File: src/rtl/arbitro_memoria_dados.sv
// Data-memory arbiter: one memory port shared by the core (port A) and the debug/I-O loader (port B).
// Define ARB_FIXED_PRIO_EN to make A win every unlocked tie instead of round-robin.
module arbitro_memoria_dados #(
    parameter int unsigned AW       = 8,
    parameter int unsigned DW       = 32,
    parameter int unsigned MAX_LOCK = 4
) (
    input  logic          clk_i,
    input  logic          reset_i,
    input  logic          req_a_i,
    input  logic          req_b_i,
    input  logic          we_a_i,
    input  logic          we_b_i,
    input  logic          lock_a_i,
    input  logic          lock_b_i,
    input  logic [AW-1:0] addr_a_i,
    input  logic [AW-1:0] addr_b_i,
    input  logic [DW-1:0] wdata_a_i,
    input  logic [DW-1:0] wdata_b_i,
    input  logic [1:0]    dtype_a_i,
    input  logic [1:0]    dtype_b_i,
    output logic          gnt_a_o,
    output logic          gnt_b_o,
    output logic          rvalid_a_o,
    output logic          rvalid_b_o,
    output logic [DW-1:0] rdata_o,
    output logic [AW-1:0] mem_addr_o,
    output logic [DW-1:0] mem_data_o,
    output logic [1:0]    mem_dtype_o,
    output logic          mem_esc_o,
    output logic          mem_ler_o,
    input  logic [DW-1:0] mem_q_i,
    output logic          busy_o
);

    localparam int unsigned   CW     = $clog2(MAX_LOCK + 1);
    localparam logic [CW-1:0] MaxCnt = CW'(MAX_LOCK);

    typedef enum logic [1:0] {
        StLivre    = 2'd0,
        StTravadoA = 2'd1,
        StTravadoB = 2'd2
    } state_e;

    state_e        state_q;
    logic [CW-1:0] lock_cnt_q;
    logic          busy_q;
    logic          prio_pend_q;
    logic          prio_b_q;
    logic          rvalid_a_q;
    logic          rvalid_b_q;
    logic [DW-1:0] rdata_q;

    logic          gnt_a;
    logic          gnt_b;
    logic          pick_b;
    logic          rr_pick_b;
    logic          cnt_full;

    assign cnt_full = (lock_cnt_q == MaxCnt);

`ifdef ARB_FIXED_PRIO_EN
    assign rr_pick_b = 1'b0;
`else
    logic last_b_q;
    assign rr_pick_b = ~last_b_q;
`endif

    // Grant decision; a port at its lock limit gets nothing for one cycle while it is released.
    always_comb begin
        gnt_a  = 1'b0;
        gnt_b  = 1'b0;
        pick_b = 1'b0;
        case (state_q)
            StLivre: begin
                if (req_a_i && req_b_i) begin
                    pick_b = prio_pend_q ? prio_b_q : rr_pick_b;
                    gnt_a  = ~pick_b;
                    gnt_b  = pick_b;
                end else begin
                    gnt_a = req_a_i;
                    gnt_b = req_b_i;
                end
            end
            StTravadoA: begin
                if (!cnt_full) begin
                    gnt_a = req_a_i;
                    gnt_b = ~req_a_i & req_b_i;
                end
            end
            StTravadoB: begin
                if (!cnt_full) begin
                    gnt_b = req_b_i;
                    gnt_a = ~req_b_i & req_a_i;
                end
            end
            default: ;
        endcase
        if (reset_i) begin
            gnt_a = 1'b0;
            gnt_b = 1'b0;
        end
    end

    always_comb begin
        mem_addr_o  = '0;
        mem_data_o  = '0;
        mem_dtype_o = '0;
        mem_esc_o   = 1'b0;
        mem_ler_o   = 1'b0;
        if (gnt_a) begin
            mem_addr_o  = addr_a_i;
            mem_data_o  = wdata_a_i;
            mem_dtype_o = dtype_a_i;
            mem_esc_o   = we_a_i;
            mem_ler_o   = ~we_a_i;
        end else if (gnt_b) begin
            mem_addr_o  = addr_b_i;
            mem_data_o  = wdata_b_i;
            mem_dtype_o = dtype_b_i;
            mem_esc_o   = we_b_i;
            mem_ler_o   = ~we_b_i;
        end
    end

    always_ff @(posedge clk_i) begin
        if (reset_i) begin
            state_q     <= StLivre;
            lock_cnt_q  <= '0;
            busy_q      <= 1'b0;
            prio_pend_q <= 1'b0;
            prio_b_q    <= 1'b0;
            rvalid_a_q  <= 1'b0;
            rvalid_b_q  <= 1'b0;
            rdata_q     <= '0;
`ifndef ARB_FIXED_PRIO_EN
            last_b_q    <= 1'b1;
`endif
        end else begin
            rvalid_a_q <= gnt_a & ~we_a_i;
            rvalid_b_q <= gnt_b & ~we_b_i;
            if (rvalid_a_q || rvalid_b_q) begin
                rdata_q <= mem_q_i;
            end
`ifndef ARB_FIXED_PRIO_EN
            if (gnt_a || gnt_b) begin
                last_b_q <= gnt_b;
            end
`endif
            if ((gnt_a || gnt_b) && (state_q == StLivre)) begin
                prio_pend_q <= 1'b0;
            end
            case (state_q)
                StLivre: begin
                    if (gnt_a && lock_a_i) begin
                        state_q    <= StTravadoA;
                        lock_cnt_q <= CW'(1);
                        busy_q     <= 1'b1;
                    end else if (gnt_b && lock_b_i) begin
                        state_q    <= StTravadoB;
                        lock_cnt_q <= CW'(1);
                        busy_q     <= 1'b1;
                    end
                end
                StTravadoA: begin
                    if (cnt_full) begin
                        state_q     <= StLivre;
                        lock_cnt_q  <= '0;
                        busy_q      <= 1'b0;
                        prio_pend_q <= 1'b1;
                        prio_b_q    <= 1'b1;
                    end else if (gnt_a && lock_a_i) begin
                        lock_cnt_q <= lock_cnt_q + CW'(1);
                    end else if (gnt_b && lock_b_i) begin
                        state_q    <= StTravadoB;
                        lock_cnt_q <= CW'(1);
                    end else begin
                        state_q    <= StLivre;
                        lock_cnt_q <= '0;
                        busy_q     <= 1'b0;
                    end
                end
                StTravadoB: begin
                    if (cnt_full) begin
                        state_q     <= StLivre;
                        lock_cnt_q  <= '0;
                        busy_q      <= 1'b0;
                        prio_pend_q <= 1'b1;
                        prio_b_q    <= 1'b0;
                    end else if (gnt_b && lock_b_i) begin
                        lock_cnt_q <= lock_cnt_q + CW'(1);
                    end else if (gnt_a && lock_a_i) begin
                        state_q    <= StTravadoA;
                        lock_cnt_q <= CW'(1);
                    end else begin
                        state_q    <= StLivre;
                        lock_cnt_q <= '0;
                        busy_q     <= 1'b0;
                    end
                end
                default: begin
                    state_q    <= StLivre;
                    lock_cnt_q <= '0;
                    busy_q     <= 1'b0;
                end
            endcase
        end
    end

    // A read in flight when reset arrives is dropped, so the outputs are masked during reset.
    assign gnt_a_o    = gnt_a;
    assign gnt_b_o    = gnt_b;
    assign rvalid_a_o = rvalid_a_q & ~reset_i;
    assign rvalid_b_o = rvalid_b_q & ~reset_i;
    assign rdata_o    = reset_i ? '0 : ((rvalid_a_q || rvalid_b_q) ? mem_q_i : rdata_q);
    assign busy_o     = busy_q & ~reset_i;

    a_gnt_exclusive: assert property (@(posedge clk_i) disable iff (reset_i) !(gnt_a && gnt_b));
    a_lock_a_owns: assert property (@(posedge clk_i) disable iff (reset_i)
        (state_q == StTravadoA && req_a_i) |-> !gnt_b);
    a_lock_b_owns: assert property (@(posedge clk_i) disable iff (reset_i)
        (state_q == StTravadoB && req_b_i) |-> !gnt_a);

endmodule

File: config.mk
export PLATFORM = sky130hd
export DESIGN_NAME = arbitro_memoria_dados
export DESIGN_NICKNAME = d
export VERILOG_FILES = /design/src/rtl/arbitro_memoria_dados.sv
export SDC_FILE = /design/constraint.sdc
export NUM_CORES = 1
export LEC_CHECK = 0
export ABC_AREA = 1
export CORE_MARGIN = 5
export CORE_UTILIZATION = 34
export CTS_BUF_LIST = sky130_fd_sc_hd__clkbuf_4 sky130_fd_sc_hd__clkbuf_8
export DETAILED_ROUTE_END_ITERATION = 8
export GPL_TIMING_DRIVEN = 0
export PLACE_DENSITY = 0.89
export SLEW_MARGIN = 20
export SYNTH_ARGS = -nofsm -noshare
export SYNTH_HDL_FRONTEND = slang
export SYNTH_SLANG_ARGS = --single-unit
File: constraint.sdc
create_clock -name clk_i -period 2.6 [get_ports clk_i]
set_input_delay 0.52 -clock clk_i [delete_from_list [all_inputs] [get_ports clk_i]]
set_output_delay 0.52 -clock clk_i [all_outputs]
set_load 0.01 [all_outputs]
==> reports/summary.md <==
The flow ran to the end, but the final reports show violations. The checks that failed: setup timing. The number of nets in the synthesized netlist is 523.

For this run, the number of Yosys warnings is 0. The horizontal die dimension was 95.7 um. For this run, the top clock speed supported by timing is 0.384 GHz.

Leading area contributor after synthesis: sky130_fd_sc_hd__dfxtp_1. The remaining antenna violation count after routing came out at 0. Detailed routing inserted a total of 3,536 vias.

After clock tree synthesis, the clock-pin slew on the worst setup and hold paths is 0.08 ns. Largest family of logic cells by synthesized area: simple AND/OR/NAND/NOR gates. TritonCTS built the clock tree. The clock passes through at most 2 buffers. The run gives 0.00249 mm^2 as the synthesized cell area. The slowest stage cell on the critical path was sky130_fd_sc_hd__dfxtp_2. Post-synthesis compound-gate area fraction: 10.3%. By area the synthesized netlist is led by sky130_fd_sc_hd__dfxtp_1, sky130_fd_sc_hd__nand2_1, sky130_fd_sc_hd__nor2_1. The routed design has 11,500 um of wire.

The number of optimization iterations in the first detailed-route pass was 6; the final setup TNS was -0.00541 ns. The number of clock buffers added by TritonCTS is 5. The first global-routing pass estimated 16,100 um of wire. The tools report the startpoint of the most critical hold path as rdata_q[30].

Among all flip-flop cells after synthesis, the most frequent one is sky130_fd_sc_hd__dfxtp_1. Counting cells, the worst reg-to-reg path comes to 16. The post-route netlist has 26.5% of its cells at a drive strength greater than 1. After detailed routing, the average wire length per cell comes to 15.8 um.

The H-tree was split into 2 levels. After synthesis, the netlist uses 29 different library cells. For the final-stage net count, the log shows 762. The synthesized design contains 0 enable-type register cells. The run gives 0.00163 mm^2 as the footprint of the multi-input gates. Dividing the final minimum period by the clock period gives 100%. After Yosys synthesis, XOR and XNOR cells account for 0.351% of the synthesized area. The height of the die came out at 95.7 um.

The tools report the final setup violation count as 1. At the end of routability-driven placement, the weighted congestion stood at 0.869. The number of hold buffers added after CTS was 0.

The tools report the total congestion overflow after global routing as 0. For the sink count of the clock tree, the log shows 43. The via count of the first global-routing pass was 3,437. For the violation count after the first detailed-route iteration, the log shows 164. Once the floorplan was initialized, standard cells occupied 34.6% of the core. The logs give 0.00304 ns for the worst clock skew and 0.00522 mm^2 for the finished layout cell area. The repair_antennas step left the layout with diodes totalling 0. Setup repair after global routing could not meet its margin everywhere.

The run gives 393 as the number of cells produced by synthesis. For the number of cells in the finished layout apart from fillers, the log shows 732. The overall fraction of global-route tracks in use was 22.3%.

The placed wire-length estimate after detailed placement is 8380 um, and the multiplexer area fraction after synthesis is 0%. The floorplan has 31 rows. The worst setup path is launched from a flip-flop.

The tools report the number of cells after detailed placement as 696. The run gives 15 as the pin count of the biggest net entering global routing. After synthesis, the mean cell area works out to 6.35 um^2.

The transition time at the pin with the least slew margin is 0.424 ns. The path class of the lowest-slack min-delay path was reg2reg. Category of cells accounting for the largest share of critical-path delay: simple AND/OR/NAND/NOR gates. The later pin in the worst-skew pair is clocked with a latency of 0.29 ns.

The count of final hold-check violations came out at 0. From synthesis to final layout, the design area changed by 109%. The filler cells instantiated in the layout total 567. Library cell appearing most often on the critical path: sky130_fd_sc_hd__nand2_4.

In this run the static leakage power is 2.53 nW. Summed over its instances, the top area cell type makes up 34.5% of the synthesized netlist area. The endpoint class of the critical path was a primary output. The total placed instance area came out at 0.00466 mm^2.

Counting I/O delays and the setup requirement, the final critical path takes 2.61 ns. The startpoint identified for the worst register-to-register timing path is lock_cnt_q[1]. The worst register-to-register path ends at state_q[0]. Buffer cell driving the clock tree root: sky130_fd_sc_hd__clkbuf_8.

The synthesis-stage register bit count is 43. The share of the Yosys chip area taken by registers is 34.5%. The total power per unit cell area is 767 mW/mm^2. In the synthesized netlist the async set-or-reset flop fraction comes to 0%.

The type of the worst setup path is reg2out. The maximum single-stage delay on the critical path works out to 0.36 ns. The critical path data arrival time was 2.09 ns; the number of port buffers was 204.

Traced cell by cell, the critical path runs through inv_2 > ha_4 > nand2_4 > inv_4 > nor2_4 > buf_6 > a21oi_4 > nand2_4 > nand2_8 > nor2_2 > inv_1 > o21ai_0 > nor2_1 > buf_2. Measured against its own limit, the worst slew margin works out to 71.8%. For this run, design rule violations remaining after detail routing come to 0. Flop-to-flop setup slack: 0.51 ns. Pin placement for this block handled 205 I/O pins. The basic-gate share of the synthesized area counting and, or, nand and nor cells came out at 43.5%. Counting instances in the post-synthesis netlist gives the leading cell types as sky130_fd_sc_hd__nand2_1, sky130_fd_sc_hd__nor2_1, sky130_fd_sc_hd__nand3_1. The adder and majority gate portion of the synthesized area works out to 3.01%. The endpoint of the worst hold path was rdata_q[30]. The floorplan step defined a die boundary enclosing 0.00915 mm^2.

The count of pins over their slew limit came out at 0. The critical path contains buffers and inverters numbering 5 combined. The worst-path maximum fanout works out to 6. The most critical setup path has its startpoint at lock_cnt_q[1].

For the initial antenna violation count, the log shows 0. Dividing the detail-routed via count by the number of cells gives 4.83. The sequential cell area came out at 866 um^2.

sky130_fd_sc_hd__nand2_1 is the most common cell in the netlist. The worst hold path depth is 2, and the data required time at the worst endpoint is 2.08 ns. The final worst-path setup slack is -0.00541 ns, and the area of the core is 0.00721 mm^2. The tools report the worst ir drop on vdd as 0.428 mV.

The number of max-capacitance violations reported is 0.
-- tightest hold or removal path, cell delays in order, from the launching register on --
cell,delay (ns)
sky130_fd_sc_hd__dfxtp_1,0.30
sky130_fd_sc_hd__nor2_1,0.09
sky130_fd_sc_hd__nor2_1,0.06
-- registers in the layout, summed over array words and instances, names as in the netlist --
name         count
last_b_q         1
busy_q           1
rdata_q         32
rvalid_b_q       1
prio_pend_q      1
state_q          2
prio_b_q         1
lock_cnt_q       3
rvalid_a_q       1
-- metal layers --
metal,global-route usage (%),routed length [um],vias to the layer above
met1,23.9,4230,1604
li1,-,-,1741
met5,0,0,-
met2,41.9,5980,157
met3,7.10,1000,34
met4,5.69,314,0
-- through the flow --
stage          power, W  setup slack (ns)  util (%)  hold slack, ns
3_5_place_dp    0.00307            -0.696      64.6           0.481
2_1_floorplan   0.00198             0.471         -           0.452
4_1_cts         0.00358            -0.168      66.8           0.488
3_3_place_gp    0.00300            -0.615      64.6           0.467
6_report        0.00400          -0.00541      72.4           0.486
5_1_grt         0.00427            -0.109      72.4           0.503
-- worst max-delay path by stage --
| stage | slack [ns] | cells past startpoint | end |
|---|---|---|---|
| 4_1_cts | -0.17 | 15 | mem_ler_o |
| 2_1_floorplan | 0.47 | 12 | mem_data_o[22] |
| 5_1_grt | -0.11 | 14 | mem_esc_o |
| 6_report | -0.005 | 14 | mem_esc_o |
| 3_3_place_gp | -0.61 | 9 | mem_data_o[10] |
| 3_5_place_dp | -0.70 | 13 | mem_data_o[0] |
-- layout by cell type, fill, tap and decap left out, types with 2 or more instances in the layout --
master and instances:
sky130_fd_sc_hd__a21oi_1 9, sky130_fd_sc_hd__dfxtp_2 4, sky130_fd_sc_hd__nand4_1 3, sky130_fd_sc_hd__nand2_4 11, sky130_fd_sc_hd__dlygate4sd2_1 32, sky130_fd_sc_hd__nor2_4 7
sky130_fd_sc_hd__nor2_1 72, sky130_fd_sc_hd__clkbuf_2 3, sky130_fd_sc_hd__nand3_1 46, sky130_fd_sc_hd__nand2_1 74, sky130_fd_sc_hd__dfxtp_1 39, sky130_fd_sc_hd__nand3_2 2
sky130_fd_sc_hd__nor2_2 2, sky130_fd_sc_hd__buf_2 29, sky130_fd_sc_hd__buf_6 26, sky130_fd_sc_hd__nand2_2 28, sky130_fd_sc_hd__clkbuf_1 4, sky130_fd_sc_hd__buf_8 7
sky130_fd_sc_hd__clkbuf_16 3, sky130_fd_sc_hd__ha_1 4, sky130_fd_sc_hd__o21ai_0 37, sky130_fd_sc_hd__clkbuf_8 6, sky130_fd_sc_hd__buf_4 20, sky130_fd_sc_hd__inv_2 5
sky130_fd_sc_hd__inv_1 14, sky130_fd_sc_hd__clkdlybuf4s50_1 125
-- kinds of logic (layout without fill, tap and decap cells) --
kind of cell / count (synthesis) / count (layout)
XOR/XNOR: 1 / 1
adder cells (fa/ha/maj): 6 / 6
AND/OR/NAND/NOR: 248 / 249
AO/OA/AOI/OAI: 50 / 50
flip-flops: 43 / 43
buffers and inverters: 45 / 284
-- final cells by class --
class                      count  share of cell area [%]
timing repair buffer         230                    40.9
tap                           99                    2.37
sequential                    43                    16.6
timing repair inverter         1                   0.216
multi-input combinational    306                    31.3
buffer                        23                    4.55
inverter                      22                    1.94
clock buffer                   5                    1.32
clock inverter                 3                   0.839
-- power by group --
part	internal [W]	total (W)	leakage, nW	switching (W)
clock	0.000286	0.000520	0.0581	0.000234
sequential	0.000799	0.000855	0.354	0.0000563
combinational	0.00124	0.00263	2.12	0.00139
-- what timing repair did --
item / in CTS / in global routing
buffers inserted: 11 / 9
hold endpoints to repair: 0 / 0
endpoints found under the setup margin: 78 / 76
pin swaps: 3 / 26
gates cloned: 4 / 4
gates resized for setup: 238 / 110
Note: power is estimated with default switching activity, not from simulation.
